===== src/rtl/dm_access_ctrl_pkg.sv =====
// dm_access_ctrl_pkg: op/state encodings, byte-enable constants and access-size helpers.
package dm_access_ctrl_pkg;

    typedef enum logic [2:0] {
        OP_LW, OP_LH, OP_LHU, OP_LB, OP_LBU, OP_SW, OP_SH, OP_SB
    } op_t;

    typedef enum logic [1:0] {S_IDLE, S_BUSY, S_DONE} state_t;

    localparam logic [3:0] BE_WORD = 4'b1111;
    localparam logic [3:0] BE_HI   = 4'b1100;
    localparam logic [3:0] BE_LO   = 4'b0011;
    localparam logic [3:0] BE_BYTE = 4'b0001;

    function automatic logic is_store(op_t op);
        return op inside {OP_SW, OP_SH, OP_SB};
    endfunction

    function automatic logic is_word(op_t op);
        return op inside {OP_LW, OP_SW};
    endfunction

    function automatic logic is_half(op_t op);
        return op inside {OP_LH, OP_LHU, OP_SH};
    endfunction

    function automatic logic aligned(op_t op, logic [1:0] a);
        return is_word(op) ? a == 2'b00 : is_half(op) ? !a[0] : 1'b1;
    endfunction

    function automatic logic [3:0] be_of(op_t op, logic [1:0] a);
        return is_word(op) ? BE_WORD : is_half(op) ? (a[1] ? BE_HI : BE_LO) : BE_BYTE << a;
    endfunction

    function automatic logic [31:0] lanes(op_t op, logic [31:0] w);
        return is_word(op) ? w : is_half(op) ? {2{w[15:0]}} : {4{w[7:0]}};
    endfunction

endpackage


===== src/rtl/dm_access_ctrl_if.sv =====
// dm_access_ctrl_if: req/ack data-memory bus between the MEM-stage initiator and memory.
interface dm_access_ctrl_if;
    logic        req;
    logic        we;
    logic [31:0] addr;
    logic [3:0]  be;
    logic [31:0] wdata;
    logic        ack;
    logic [31:0] rdata;

    modport master (output req, we, addr, be, wdata, input ack, rdata);
    modport slave  (input req, we, addr, be, wdata, output ack, rdata);
endinterface


===== src/rtl/dm_access_ctrl_load_ext.sv =====
// dm_load_ext: selects the load lane from a memory word and sign/zero-extends it.
module dm_load_ext
    import dm_access_ctrl_pkg::*;
(
    input  logic [31:0] word,
    input  logic [1:0]  lane,
    input  op_t         op,
    output logic [31:0] rdata
);
    logic [7:0]  b;
    logic [15:0] h;

    always_comb begin
        b = word[{lane, 3'b000} +: 8];
        h = lane[1] ? word[31:16] : word[15:0];
        rdata = op == OP_LB  ? {{24{b[7]}}, b} :
                op == OP_LBU ? {24'b0, b} :
                op == OP_LH  ? {{16{h[15]}}, h} :
                op == OP_LHU ? {16'b0, h} : word;
    end
endmodule


===== src/rtl/dm_access_ctrl.sv =====
// dm_access_ctrl: MEM-stage load/store initiator with alignment checks, req/ack
// handshake to variable-latency memory, load extension and pipeline stall.
module dm_access_ctrl
    import dm_access_ctrl_pkg::*;
#(
    parameter int TIMEOUT_CYC = 64,
    parameter int CNT_W       = 7
) (
    input  logic        clk,
    input  logic        reset,
    input  logic        op_valid,
    input  logic [2:0]  op_type,
    input  logic [31:0] pc,
    input  logic [31:0] addr,
    input  logic [31:0] wdata,
    output logic        stall,
    output logic [31:0] rdata,
    output logic        rdata_valid,
    output logic        adel,
    output logic        ades,
    output logic        bus_err,
    dm_access_ctrl_if.master mem
);
    state_t           state;
    op_t              op_in;
    op_t              op_q;
    logic [1:0]       lane_q;
    logic [CNT_W-1:0] cnt;
    logic [31:0]      ext;
    logic             ok;
    logic             bad;
    logic             unused_pc;

    assign op_in     = op_t'(op_type);
    assign ok        = aligned(op_in, addr[1:0]);
    assign bad       = state == S_IDLE && op_valid && !ok;
    assign adel      = bad && !is_store(op_in);
    assign ades      = bad && is_store(op_in);
    assign stall     = state == S_BUSY || (state == S_IDLE && op_valid && ok);
    assign unused_pc = ^pc;

    dm_load_ext u_ext (.word(mem.rdata), .lane(lane_q), .op(op_q), .rdata(ext));

    // Extended load data is registered on ack so rdata is stable throughout DONE.
    always_ff @(posedge clk) begin
        if (reset) begin
            state       <= S_IDLE;
            op_q        <= OP_LW;
            lane_q      <= '0;
            cnt         <= '0;
            rdata       <= '0;
            rdata_valid <= 1'b0;
            bus_err     <= 1'b0;
            mem.req     <= 1'b0;
            mem.we      <= 1'b0;
            mem.addr    <= '0;
            mem.be      <= '0;
            mem.wdata   <= '0;
        end else begin
            rdata_valid <= 1'b0;
            bus_err     <= 1'b0;
            case (state)
                S_IDLE: if (op_valid && ok) begin
                    state     <= S_BUSY;
                    op_q      <= op_in;
                    lane_q    <= addr[1:0];
                    cnt       <= '0;
                    mem.req   <= 1'b1;
                    mem.we    <= is_store(op_in);
                    mem.addr  <= {addr[31:2], 2'b00};
                    mem.be    <= be_of(op_in, addr[1:0]);
                    mem.wdata <= lanes(op_in, wdata);
                end
                S_BUSY: if (mem.ack || cnt == CNT_W'(TIMEOUT_CYC - 1)) begin
                    state       <= S_DONE;
                    mem.req     <= 1'b0;
                    rdata_valid <= 1'b1;
                    bus_err     <= !mem.ack;
                    rdata       <= (mem.ack && !mem.we) ? ext : '0;
                end else begin
                    cnt <= cnt + 1'b1;
                end
                default: state <= S_IDLE;
            endcase
        end
    end
endmodule

===== src/flat_wrapper.sv =====
// flat-port wrapper written by rule: the top's interface ports become plain ports
module dm_access_ctrl_flat import dm_access_ctrl_pkg::*;
#(
    parameter int TIMEOUT_CYC = 64,
    parameter int CNT_W       = 7
)
  (clk, reset, op_valid, op_type, pc, addr, wdata, stall, rdata, rdata_valid, adel, ades, bus_err, mem_req, mem_we, mem_addr, mem_be, mem_wdata, mem_ack, mem_rdata);
  dm_access_ctrl_if mem_i ();
  input  logic clk;
  input  logic reset;
  input  logic op_valid;
  input  logic [2:0] op_type;
  input  logic [31:0] pc;
  input  logic [31:0] addr;
  input  logic [31:0] wdata;
  output logic stall;
  output logic [31:0] rdata;
  output logic rdata_valid;
  output logic adel;
  output logic ades;
  output logic bus_err;
  output wire logic [$bits(mem_i.req)-1:0] mem_req;
  output wire logic [$bits(mem_i.we)-1:0] mem_we;
  output wire logic [$bits(mem_i.addr)-1:0] mem_addr;
  output wire logic [$bits(mem_i.be)-1:0] mem_be;
  output wire logic [$bits(mem_i.wdata)-1:0] mem_wdata;
  input wire logic [$bits(mem_i.ack)-1:0] mem_ack;
  input wire logic [$bits(mem_i.rdata)-1:0] mem_rdata;
  assign mem_req = mem_i.req;
  assign mem_we = mem_i.we;
  assign mem_addr = mem_i.addr;
  assign mem_be = mem_i.be;
  assign mem_wdata = mem_i.wdata;
  assign mem_i.ack = mem_ack;
  assign mem_i.rdata = mem_rdata;
  dm_access_ctrl #(.TIMEOUT_CYC(TIMEOUT_CYC), .CNT_W(CNT_W)) u_core (.clk(clk), .reset(reset), .op_valid(op_valid), .op_type(op_type), .pc(pc), .addr(addr), .wdata(wdata), .stall(stall), .rdata(rdata), .rdata_valid(rdata_valid), .adel(adel), .ades(ades), .bus_err(bus_err), .mem(mem_i));
endmodule

===== config.mk =====
export PLATFORM = sky130hd
export DESIGN_NAME = dm_access_ctrl_flat
export DESIGN_NICKNAME = d
export VERILOG_FILES = /design/src/rtl/dm_access_ctrl_pkg.sv /design/src/rtl/dm_access_ctrl_if.sv /design/src/rtl/dm_access_ctrl_load_ext.sv /design/src/rtl/dm_access_ctrl.sv /design/src/flat_wrapper.sv
export SDC_FILE = /design/constraint.sdc
export NUM_CORES = 1
export LEC_CHECK = 0
export ABC_AREA = 1
export CAP_MARGIN = 40
export CORE_MARGIN = 10
export CORE_UTILIZATION = 63
export CTS_CLUSTER_DIAMETER = 150
export DETAILED_ROUTE_END_ITERATION = 16
export DONT_BUFFER_PORTS = 1
export GPL_TIMING_DRIVEN = 0
export PLACE_DENSITY = 0.79
export SLEW_MARGIN = 10
export SYNTH_ARGS = -nofsm -noshare
export SYNTH_HDL_FRONTEND = slang
export SYNTH_SLANG_ARGS = --single-unit

===== constraint.sdc =====
create_clock -name clk -period 1.9 [get_ports clk]
set_input_delay 0.19 -clock clk [delete_from_list [all_inputs] [get_ports clk]]
set_output_delay 0.19 -clock clk [all_outputs]
set_load 0.03 [all_outputs]

**After elaboration in Yosys (flattened, before gate mapping)**

Index checks and enable logic that the tools add are counted.

- Memories: 0
- Output and inout port bits: 107
- Bits in registers: 116
- Latch bits: 0
- Input bits: 135
- Bits in read-only memories: 0
- Memory bits (writable): 0

- Multipliers: 0
- Divide/modulo/power cells: 0
- Reductions and logical operators: 28
- Eq/ne operators: 14
- Bitwise gates (word level): 2
- Shifts and indexed selects: 2
- Add/sub/neg operators: 1
- Magnitude comparators: 0
- Mux-type cells: 23

Operators by type and width:

| operator | count |
|---|---|
| $mux W32 | 7 |
| $shiftx A32 B6 Y8 | 1 |
| $mux W16 | 1 |
| $mux W7 | 2 |
| $pmux W7 S2 | 1 |
| $eq A3 B3 Y1 const B | 4 |
| $mux W4 | 3 |
| $eq A3 B2 Y1 const B | 3 |
| $add A7 B1 Y7 const B | 1 |
| $eq A7 B6 Y1 const B | 1 |
| $logic_and A1 B1 Y1 | 7 |
| $eq A3 B1 Y1 const B | 2 |
| $ne A2 B2 Y1 const B | 3 |
| $reduce_and A2 Y1 | 3 |
| $reduce_and A3 Y1 | 2 |
| $reduce_bool A3 Y1 | 2 |
| $logic_not A1 Y1 | 5 |
| $mux W1 | 5 |
| $logic_not A2 Y1 | 2 |
| $mux W2 | 2 |
| $pmux W2 S2 | 1 |
| $reduce_bool A2 Y1 | 2 |
| $shl A1 B2 Y4 const A | 1 |
| $logic_not A3 Y1 | 1 |
| 6 further kinds | 8 |

**Longest topological paths before layout**

Gate-level depths: netlist of the first run.

- Word-level depth: 7
- Gate-level depth with buffers: 10

**Cells and area by module**

Synthesis of the first run repeated with hierarchy kept, for this count alone.

- Cells, all modules: 860
- Area total of the unflattened synthesis: 5694.2 sq um

Modules (own cells, without submodules):

| module | times used | area each (sq um) | seq. area each (sq um) | cells each |
|---|---|---|---|---|
| dm_access_ctrl | 1 | 4688.2 | 2322.2 | 655 |
| dm_load_ext | 1 | 1006.0 | 0.0 | 205 |

**Worst setup path before layout of the first run**

No wires, ideal clock.

- Kind: input to output
- Start: input op_type[2]
- End: output ades
- Buffers on the path: 0
- Slack: 363 ps
- Stages: 7
- Data arrival time: 1347 ps
- Path through: inv_1 > nand2_1 > a21oi_1 > nand2_1 > nand2_1 > nand2_1 > nor3_1

- Word-level cells in the longest chain between the ends: 7
- Elaborated cells on any way between the ends: 14
- Classes of those cells: 5 x eq/ne; 2 x mux; 7 x reduce/logical

RTL lines:

| item | RTL line | text |
|---|---|---|
| start: declaration | flat_wrapper.sv:12 | `input logic [2:0] op_type;` |
| $eq A3 B1 Y1 (tied with other cells) | dm_access_ctrl_pkg.sv:24 | `return op inside {OP_LH, OP_LHU, OP_SH};` |
| $reduce_bool A3 Y1 | dm_access_ctrl_pkg.sv:24 |  |
| $mux W1 (2 in series) | dm_access_ctrl_pkg.sv:28 | `return is_word(op) ? a == 2'b00 : is_half(op) ? !a[0] : 1'b1;` |
| $logic_not A1 Y1 | dm_access_ctrl.sv:36 | `assign bad = state == S_IDLE && op_valid && !ok;` |
| $logic_and A1 B1 Y1 | dm_access_ctrl.sv:36 |  |
| $logic_and A1 B1 Y1 (*) | dm_access_ctrl.sv:38 | `assign ades = bad && is_store(op_in);` |
| end: declaration | flat_wrapper.sv:20 | `output logic ades;` |

Every way passes the cells marked *; elsewhere a longest branch is shown, timed or not.

**Worst setup path after layout of the first run**

- Start: register u_core.state[0]
- End: output stall

- Word-level cells in the longest chain between the ends: 4
- Elaborated cells on any way between the ends: 5
- Classes of those cells: 1 x eq/ne; 4 x reduce/logical

RTL lines:

| item | RTL line | text |
|---|---|---|
| start: declaration | dm_access_ctrl.sv:24 | `state_t state;` |
| start signal: assignment | dm_access_ctrl.sv:47 | `state <= S_IDLE;` |
| start signal: assignment | dm_access_ctrl.sv:64 | `state <= S_BUSY;` |
| start signal: assignment | dm_access_ctrl.sv:75 | `state <= S_DONE;` |
| $logic_not A2 Y1 | dm_access_ctrl.sv:39 | `assign stall = state == S_BUSY \|\| (state == S_IDLE && op_valid && ok);` |
| $logic_and A1 B1 Y1 (2 in series) | dm_access_ctrl.sv:39 |  |
| $logic_or A1 B1 Y1 (*) | dm_access_ctrl.sv:39 |  |
| end: declaration | flat_wrapper.sv:16 | `output logic stall;` |

Marked as above.

==> impl_metrics.py, run 1 <==
metrics = {
    "status": {
        "status": "completed",
    },
    "worst_setup_path": {
        "path_buf_inv": 2,
        "reg2reg_depth": 9,
        "cp.arrival_ns": 1.70,
        "crit_type": "reg -> out",
        "r2r_end": "u_core.rdata[12]",
        "cp_top_family": "simple AND/OR/NAND/NOR gates",
        "crit_path_end_kind": "primary output",
        "cp_slowest_cell": "dfxtp_1",
        "crit_chain": "inv_1, nor2_1, inv_1, nand2_4",
        "r2r_start": "u_core.cnt[0]",
        "slowest_delay_ns": 0.34,
        "crit_path_max_fanout": 7,
        "crit_required_ns": 1.71,
        "cp-start-kind": "flip-flop",
        "r2r_setup_slack_ns": 0.09,
        "crit_top_cell": "inv_1",
    },
    "timing": {
        "hold_violations": 0,
        "finalWorstPathRequiredPeriod_ns": 1.89,
        "rsz0062_at_grt": "yes",
        "worstMarginPinSlew_ns": 0.870,
        "max_freq_ghz": 0.530,
        "fin_crit_sh_pct": 99.3,
        "slew_violations": 0,
        "hold_ws_ns": 0.0202,
        "maxSlewHeadroom_pct": 42.0,
        "fin_skew_ns": 0.0133,
        "setup_viol": 0,
    },
    "drt": {
        "drtAntennaViolNets": 0,
        "drc": 0,
        "drtPass1Iterations": 7,
        "drt-vias-per-instance": 6.20,
        "drt_wl_total_mm": 22.5,
        "vias": 6580,
        "drtIter0Drc": 834,
        "wire_per_inst_um": 21.2,
    },
    "layout": {
        "nNetsFinal": 1075,
        "layout_commonest_cell": "nand2_1",
        "utilization_pct": 81.2,
        "n_fill_cell": 561,
        "final_cell_mix": "328 x nand2_1, 130 x a21oi_1, 116 x dfxtp_1, 71 x dlygate4sd3_1, 60 x inv_1",
        "drive_gt1_share_pct": 9.14,
        "syn2layout_area_growth_pct": 26.6,
    },
    "grt": {
        "track_usage_pct": 32.4,
        "first_global_vias": 6341,
        "antenna_found_initial": 1,
        "grt.overflow.total": 0,
        "grt_max_degree": 17,
        "grt_pass1_wl_mm": 33.8,
    },
    "die": {
        "die_width_um": 114,
        "start_util_pct": 64.1,
        "rows": 34,
        "dieHeight_um": 114,
        "ios": 242,
        "dieArea_mm2": 0.0129,
        "core_area_mm2": 0.00864,
    },
    "power": {
        "p_leak_nw": 2.99,
        "ir_drop_mv": 0.709,
        "p_switching_mw": 2.35,
        "clkPwrFrac_pct": 42.9,
        "p_int_mw": 4.76,
        "powerDensity_mw_per_mm2": 1010,
        "seqPwrFrac_pct": 41.5,
        "swShare_pct": 33.0,
        "share_comb_of_total_power_pct": 15.6,
    },
    "clock_tree": {
        "htreeDepth": 4,
        "insertion_delay_ns": 0.52,
        "cts_tree": "done",
        "cts_root_buffer": "clkbuf_8",
        "postCtsSetupBuffers": 0,
        "cts-buffers-inserted": 17,
        "clkTransAtPathRegs_ns": 0.07,
        "cts.path.max_buffers": 2,
        "clock-sinks": 116,
    },
    "yosys": {
        "ys_ff_latch": 116,
        "synth_edf_count": 0,
        "synth_cell_types": 24,
        "syn_area_mm2": 0.00554,
        "synth_cells": 847,
        "synth_seq_area_share_pct": 41.9,
        "syn_avg_cell_area_um2": 6.54,
        "synth_async_sr_flop_share_pct": 0,
        "synth-main-ff-cell": "dfxtp_1",
        "yosysWarningCount": 0,
    },
    "placed_design": {
        "dp.final_hpwl_mm": 13.7,
        "place_congestion": 0.929,
        "portBuffers": 0,
    },
    "worst_hold_path": {
        "min_from": "mem_rdata[3]",
        "holdPathEnd": "u_core.rdata[3]",
        "hold_path_depth": 6,
        "hold_path.class": "in -> reg",
    },
    "flow_run": {
        "max_cap_viol_count": 0,
    },
}
-- metrics by stage --
stage	cell area [µm²]	total power [mW]	setup slack [ns]	TNS, ns	cells
CTS	6960	6.97	0.00400	0	1060
global placement	5680	3.84	0.149	0	956
detailed placement	5680	3.86	0.0832	0	957
floorplan	5540	3.63	0.363	0	848
global route	7010	7.31	-0.0400	-0.0448	1062
finish	7010	7.10	0.0134	0	1062
-- per-layer routing --
metal / global-route usage (%) / wire length [µm] / vias to the layer above
met5: 0 / 0 / -
met1: 35.0 / 7250 / 2921
li1: - / - / 2893
met3: 13.8 / 3400 / 155
met2: 52.5 / 10400 / 611
met4: 18.0 / 1430 / 0
-- area by class of cell --
type                       instances  area [µm²]  share of cell area [%]
tap                              108         135                    1.93
sequential                       116        2320                    33.1
antenna                            2        5.00                  0.0714
buffer                            52         277                    3.95
multi-input combinational        614        2750                    39.2
clock inverter                    13         125                    1.79
clock buffer                      19         432                    6.16
inverter                          66         248                    3.53
timing repair buffer              72         718                    10.2
-- synthesized netlist by cell type (all sizes together) (2+ instances only) --
library cell  number  share of area (%)
o21ai             44                4.1
a21oi            131                 12
xor2               3               0.47
o211ai             8                1.1
nor2              26                1.8
nand3             56                5.3
nor3               5               0.45
clkbuf            19                1.3
inv               64                4.3
nand2            336                 23
dfxtp            116                 42
clkinv             2               0.14
buf               33                3.7
-- state kept, by name, summed over array words and instances, names as in the netlist, 2 cells and up --
register / cells
u_core.rdata: 32
u_core.state: 2
u_core.mem.addr: 30
u_core.cnt: 7
u_core.mem.be: 4
u_core.mem.wdata: 32
u_core.op_q: 3
u_core.lane_q: 2
-- worst min-delay path, stage by stage --
cell and delay [ns]:
inv_1 0.04, nand2_1 0.04, o21ai_0 0.06, nand2_1 0.05
nand2_1 0.06, a21oi_1 0.05
-- worst max path at each step --
stage / from / to / slack (ns) / cells after the start
floorplan: op_type[2] / ades / 0.36 / 7
global placement: u_core.cnt[0] / u_core.mem.req / 0.15 / 9
detailed placement: u_core.cnt[0] / u_core.rdata[12] / 0.08 / 9
CTS: u_core.state[0] / stall / 0.004 / 6
global route: u_core.state[0] / stall / -0.04 / 4
finish: u_core.state[0] / stall / 0.01 / 4
-- logic make-up after synthesis --
family	share of synthesized area, %
compound gates	17.1
xor+xnor	0.475
fa+ha+maj	0.226
buf+inv	9.42
flops	41.9
other cells	0.0677
simple gates	30.8
-- power by group through the flow --
stage | sequential, mW | combinational, mW | clock, mW
6_report | 2.95 | 1.11 | 3.05
5_1_grt | 2.96 | 1.21 | 3.14
4_1_cts | 2.94 | 1.01 | 3.02
3_5_place_dp | 2.99 | 0.872 | 0
3_3_place_gp | 2.99 | 0.849 | 0
2_1_floorplan | 2.94 | 0.689 | 0
-- what timing repair did --
action / in CTS / in global routing
resized for setup: 4 / 11
hold endpoints to repair: 72 / 0
hold buffers: 71 / 0
setup endpoints to repair: 3 / 40
gates cloned: 0 / 0
(Power assumes the default switching activity.)
==> inputs of run 2 (changes only) <==
--- a/config.mk
+++ b/config.mk
@@ -12,7 +12,6 @@
 export CTS_CLUSTER_DIAMETER = 150
 export DETAILED_ROUTE_END_ITERATION = 16
 export DONT_BUFFER_PORTS = 1
-export GPL_TIMING_DRIVEN = 0
 export PLACE_DENSITY = 0.79
 export SLEW_MARGIN = 10
 export SYNTH_ARGS = -nofsm -noshare
==> impl_metrics.py, run 2 (same netlist as run 1, synthesis figures left out) <==
metrics = {
    "die": {
        "core_area_mm2": 0.00864,
        "dieHeight_um": 114,
        "die_width_um": 114,
        "rows": 34,
        "ios": 242,
        "dieArea_mm2": 0.0129,
        "start_util_pct": 64.1,
    },
    "drt": {
        "drtAntennaViolNets": 0,
        "drtPass1Iterations": 6,
        "drt-vias-per-instance": 5.73,
        "drtIter0Drc": 566,
        "wl_met1_mm": 6.41,
        "met2_length_mm": 8.39,
        "wire_per_inst_um": 18.0,
        "met3_length_mm": 2.27,
        "drc": 0,
        "highest_layer": "met4",
        "vias": 5545,
        "drt_wl_total_mm": 17.4,
    },
    "timing": {
        "setup_slack_ns": 0.139,
        "maxSlewHeadroom_pct": 65.0,
        "max_freq_ghz": 0.568,
        "setup_viol": 0,
        "hold_ws_ns": -0.259,
        "worstMarginPinSlew_ns": 0.525,
        "finalWorstPathRequiredPeriod_ns": 1.76,
        "slew_violations": 0,
        "tns_ns": 0,
        "rsz0062_at_grt": "no",
        "fin_crit_sh_pct": 92.7,
        "hold_violations": 103,
        "fin_skew_ns": 0.00866,
    },
    "status": {
        "violations": "negative hold slack",
        "status": "complete, but fails checks",
    },
    "worst_setup_path": {
        "crit_path_end_kind": "primary output",
        "cp.arrival_ns": 1.57,
        "crit_path_max_fanout": 7,
        "crit_type": "reg -> out",
        "crit_required_ns": 1.71,
        "cp-start-kind": "flip-flop",
    },
    "power": {
        "p_leak_nw": 2.70,
        "powerDensity_mw_per_mm2": 1110,
        "ir_drop_mv": 0.772,
    },
    "placed_design": {
        "portBuffers": 0,
        "dp.final_hpwl_mm": 12.2,
        "place_ws_ns": 0.121,
        "place_congestion": 0.933,
    },
    "grt": {
        "first_global_vias": 5184,
        "grt.overflow.total": 0,
        "grt_pass1_wl_mm": 26.7,
        "antenna_found_initial": 0,
        "track_usage_pct": 25.4,
        "grt_max_degree": 104,
    },
    "clock_tree": {
        "clkTransAtPathRegs_ns": 0.06,
        "cts_tree": "done",
        "cts_root_buffer": "clkbuf_8",
        "postCtsSetupBuffers": 0,
        "hold_buffers": 10,
        "cts.path.max_buffers": 2,
        "clock-sinks": 116,
        "htreeDepth": 4,
        "insertion_delay_ns": 0.51,
        "cts-buffers-inserted": 17,
    },
    "layout": {
        "layout_commonest_cell": "nand2_1",
        "antenna_cells": 0,
        "nNetsFinal": 982,
        "final_cell_mix": "332 x nand2_1, 130 x a21oi_1, 116 x dfxtp_1, 60 x inv_1, 53 x nand3_1",
        "reg.largest.list": "u_core.mem.wdata x32, u_core.rdata x32, u_core.mem.addr x30",
        "utilization_pct": 72.9,
        "syn2layout_area_growth_pct": 13.7,
        "drive_gt1_share_pct": 7.92,
        "n_fill_cell": 715,
    },
    "flow_run": {
        "max_cap_viol_count": 0,
    },
    "worst_hold_path": {
        "hold_path.class": "in -> reg",
    },
}
## run 2: changes by cell type in the layout (fill, tap and decap cells not counted), moves of 3 or more
cell,change
clkbuf_1,-19
dlygate4sd3_1,-61
clkinvlp_4,-4
nand2_2,-3
nand2_1,+4
buf_2,-17
## run 2: what timing repair did
action                                  4_1_cts  5_1_grt
endpoints found under the setup margin        1       20
resized for setup                             1        4
endpoints found under the hold margin       113      103
pin swaps                                     0        0
## run 2: worst paths after layout
kind | start | to | slack, ns | cells past startpoint
setup / recovery | u_core.state[1] | stall | 0.14 | 5
hold / removal | reset | u_core.mem.addr[19] | -0.26 | 1
setup reg to reg | u_core.op_q[2] | u_core.rdata[0] | 0.16 | 9
hold reg to reg | u_core.cnt[6] | u_core.cnt[6] | 0.50 | 2
## run 2: worst max-delay path: stages (launching register included)
cell and delay (ns):
dfxtp_1 0.39, nor2_1 0.08, buf_4 0.14, inv_1 0.19, nand2_1 0.09, buf_4 0.17
## run 2: layer usage
| layer | vias to the layer above | track usage (%) |
|---|---|---|
| met5 | - | 0 |
| met4 | 0 | 7.78 |
| met3 | 36 | 12.0 |
| met2 | 289 | 41.9 |
| met1 | 2509 | 28.4 |
| li1 | 2711 | - |
## run 2: final cells by class
cell class	instances	area (µm²)	area share, %
inverters	66	248	3.93
well taps	108	135	2.15
clock inverters	14	174	2.76
repair buffers	31	274	4.35
multi-input cells	614	2730	43.3
flip-flops and latches	116	2320	36.9
clock buffers	18	418	6.64
## run 2: where the power goes
group	switching [mW]	leakage [nW]	internal [mW]
combinational	0.568	1.47	0.297
sequential	0.357	0.945	2.58
clock	1.21	0.290	2.01
## run 2: per-stage QoR
stage / std cells / area (µm²) / hold WS [ns] / total power [mW]
final: 967 / 6300 / -0.259 / 7.02
after global routing: 967 / 6300 / -0.280 / 7.25
after CTS: 967 / 6280 / -0.265 / 7.01
after detailed placement: 925 / 5580 / 0.271 / 3.80
after global placement: 924 / 5570 / 0.269 / 3.77
after floorplan: 848 / 5540 / 0.328 / 3.63
==> inputs of run 3 (changes only) <==
--- a/config.mk
+++ b/config.mk
@@ -12,8 +12,9 @@
 export CTS_CLUSTER_DIAMETER = 150
 export DETAILED_ROUTE_END_ITERATION = 16
 export DONT_BUFFER_PORTS = 1
-export PLACE_DENSITY = 0.79
-export SLEW_MARGIN = 10
+export PLACE_DENSITY = 0.76
+export SETUP_SLACK_MARGIN = 0.2
+export SLEW_MARGIN = 0
 export SYNTH_ARGS = -nofsm -noshare
 export SYNTH_HDL_FRONTEND = slang
 export SYNTH_SLANG_ARGS = --single-unit
==> impl_metrics.py, run 3 (same netlist as run 1, synthesis figures left out) <==
metrics = {
    "layout": {
        "layout_commonest_cell": "nand2_1",
        "drive_gt1_share_pct": 9.44,
        "nNetsFinal": 982,
        "final_cell_mix": "328 x nand2_1, 130 x a21oi_1, 114 x dfxtp_1, 57 x inv_1, 52 x nand3_1",
        "syn2layout_area_growth_pct": 17.3,
        "antenna_cells": 0,
        "utilization_pct": 75.2,
        "reg.largest.list": "u_core.mem.wdata x32, u_core.rdata x32, u_core.mem.addr x30",
    },
    "timing": {
        "tns_ns": 0,
        "rsz0062_at_grt": "yes",
        "hold_ws_ns": -0.260,
        "fin_crit_sh_pct": 91.2,
        "max_freq_ghz": 0.577,
        "setup_viol": 0,
        "finalWorstPathRequiredPeriod_ns": 1.73,
        "fin_skew_ns": 0.00761,
        "slew_violations": 0,
        "hold_violations": 103,
    },
    "clock_tree": {
        "clkTransAtPathRegs_ns": 0.06,
        "cts.path.max_buffers": 2,
        "htreeDepth": 4,
        "cts-buffers-inserted": 17,
        "clock-sinks": 116,
        "cts_root_buffer": "clkbuf_8",
        "hold_buffers": 10,
        "cts_tree": "done",
        "insertion_delay_ns": 0.52,
    },
    "drt": {
        "drc": 0,
        "drt-vias-per-instance": 5.88,
        "drtAntennaViolNets": 0,
        "drtIter0Drc": 518,
        "drt_wl_total_mm": 18.0,
        "wire_per_inst_um": 18.6,
        "vias": 5681,
        "drtPass1Iterations": 6,
    },
    "status": {
        "violations": "negative hold slack",
        "status": "complete, but fails checks",
    },
    "grt": {
        "grt_max_degree": 104,
        "track_usage_pct": 26.0,
        "grt_pass1_wl_mm": 27.4,
        "grt.overflow.total": 0,
        "antenna_found_initial": 0,
        "first_global_vias": 5393,
    },
    "placed_design": {
        "place_congestion": 0.983,
        "dp.final_hpwl_mm": 12.0,
        "portBuffers": 0,
    },
    "power": {
        "p_leak_nw": 2.77,
        "powerDensity_mw_per_mm2": 1130,
        "p_total_mw": 7.32,
        "ir_drop_mv": 0.695,
    },
    "worst_setup_path": {
        "cp-endpoint": "stall",
        "cp-startpoint": "u_core.state[0]",
        "crit_required_ns": 1.71,
        "cp-start-kind": "flip-flop",
        "r2r_end": "u_core.mem.wdata[21]",
        "crit_path_max_fanout": 3,
        "r2r_start": "u_core.state[0]",
        "crit_type": "reg -> out",
        "cp.arrival_ns": 1.54,
        "crit_path_end_kind": "primary output",
        "reg2reg_depth": 9,
        "r2r_setup_slack_ns": 0.31,
    },
    "die": {
        "die_width_um": 114,
        "rows": 34,
        "start_util_pct": 64.1,
        "core_area_mm2": 0.00864,
        "ios": 242,
        "dieArea_mm2": 0.0129,
        "dieHeight_um": 114,
    },
    "flow_run": {
        "max_cap_viol_count": 0,
    },
    "worst_hold_path": {
        "hold_path.class": "in -> reg",
    },
}
-- run 3: what timing repair did --
action / CTS / global route
resized for setup: 10 / 20
hold endpoints to repair: 113 / 103
setup buffers: 2 / 0
pin swaps: 2 / 4
endpoints found under the setup margin: 3 / 33
cloned: 2 / 2
-- run 3: routing by layer --
layer	wire length, µm	GRT usage [%]	part of all wire [%]	vias up
met1	6270	28.0	35	2627
li1	-	-	-	2702
met5	0	0	0	-
met4	427	9.98	2.4	0
met2	8960	43.6	50	313
met3	2300	12.0	13	39
-- run 3: power by group --
group	switching, mW	internal [mW]	total (mW)
sequential	0.362	2.58	2.94
clock	1.18	2.28	3.45
combinational	0.587	0.342	0.929
total	2.12	5.20	7.32
-- run 3: how the worst min path moves through the flow --
stage	slack, ns	start	cells past startpoint	endpoint
floorplan	0.33	wdata[4]	2	u_core.mem.wdata[4]
global placement	0.27	reset	1	u_core.mem.addr[24]
detailed placement	0.27	reset	1	u_core.mem.addr[30]
CTS	-0.27	reset	1	u_core.mem.addr[26]
global route	-0.27	reset	1	u_core.mem.addr[24]
finish	-0.26	reset	1	u_core.mem.addr[24]
-- run 3: area by class of cell --
type | instances | area [µm²]
Clock buffer | 17 | 414
Clock inverter | 14 | 226
Fill cell | 682 | 2140
Inverter | 66 | 258
Multi-Input combinational cell | 614 | 2780
Sequential cell | 116 | 2320
Tap cell | 108 | 135
Timing Repair Buffer | 30 | 353
Timing Repair inverter | 1 | 5.00
-- run 3: metrics by stage --
stage               instances  hold slack (ns)  instance area (µm²)  worst slack (ns)
floorplan                 848            0.328                 5540             0.363
global placement          919            0.269                 5550             0.325
detailed placement        919            0.270                 5550             0.241
CTS                       964           -0.271                 6410             0.183
global route              966           -0.274                 6490             0.112
finish                    966           -0.260                 6490             0.167
-- run 3: worst max-delay path, cell delays in order, from the launching register on --
cell and delay [ns]:
dfxtp_2 0.32, inv_2 0.07, nand2_2 0.07, nor2_4 0.14, nand3_4 0.10, buf_12 0.14, nand2_4 0.05, buf_6 0.13
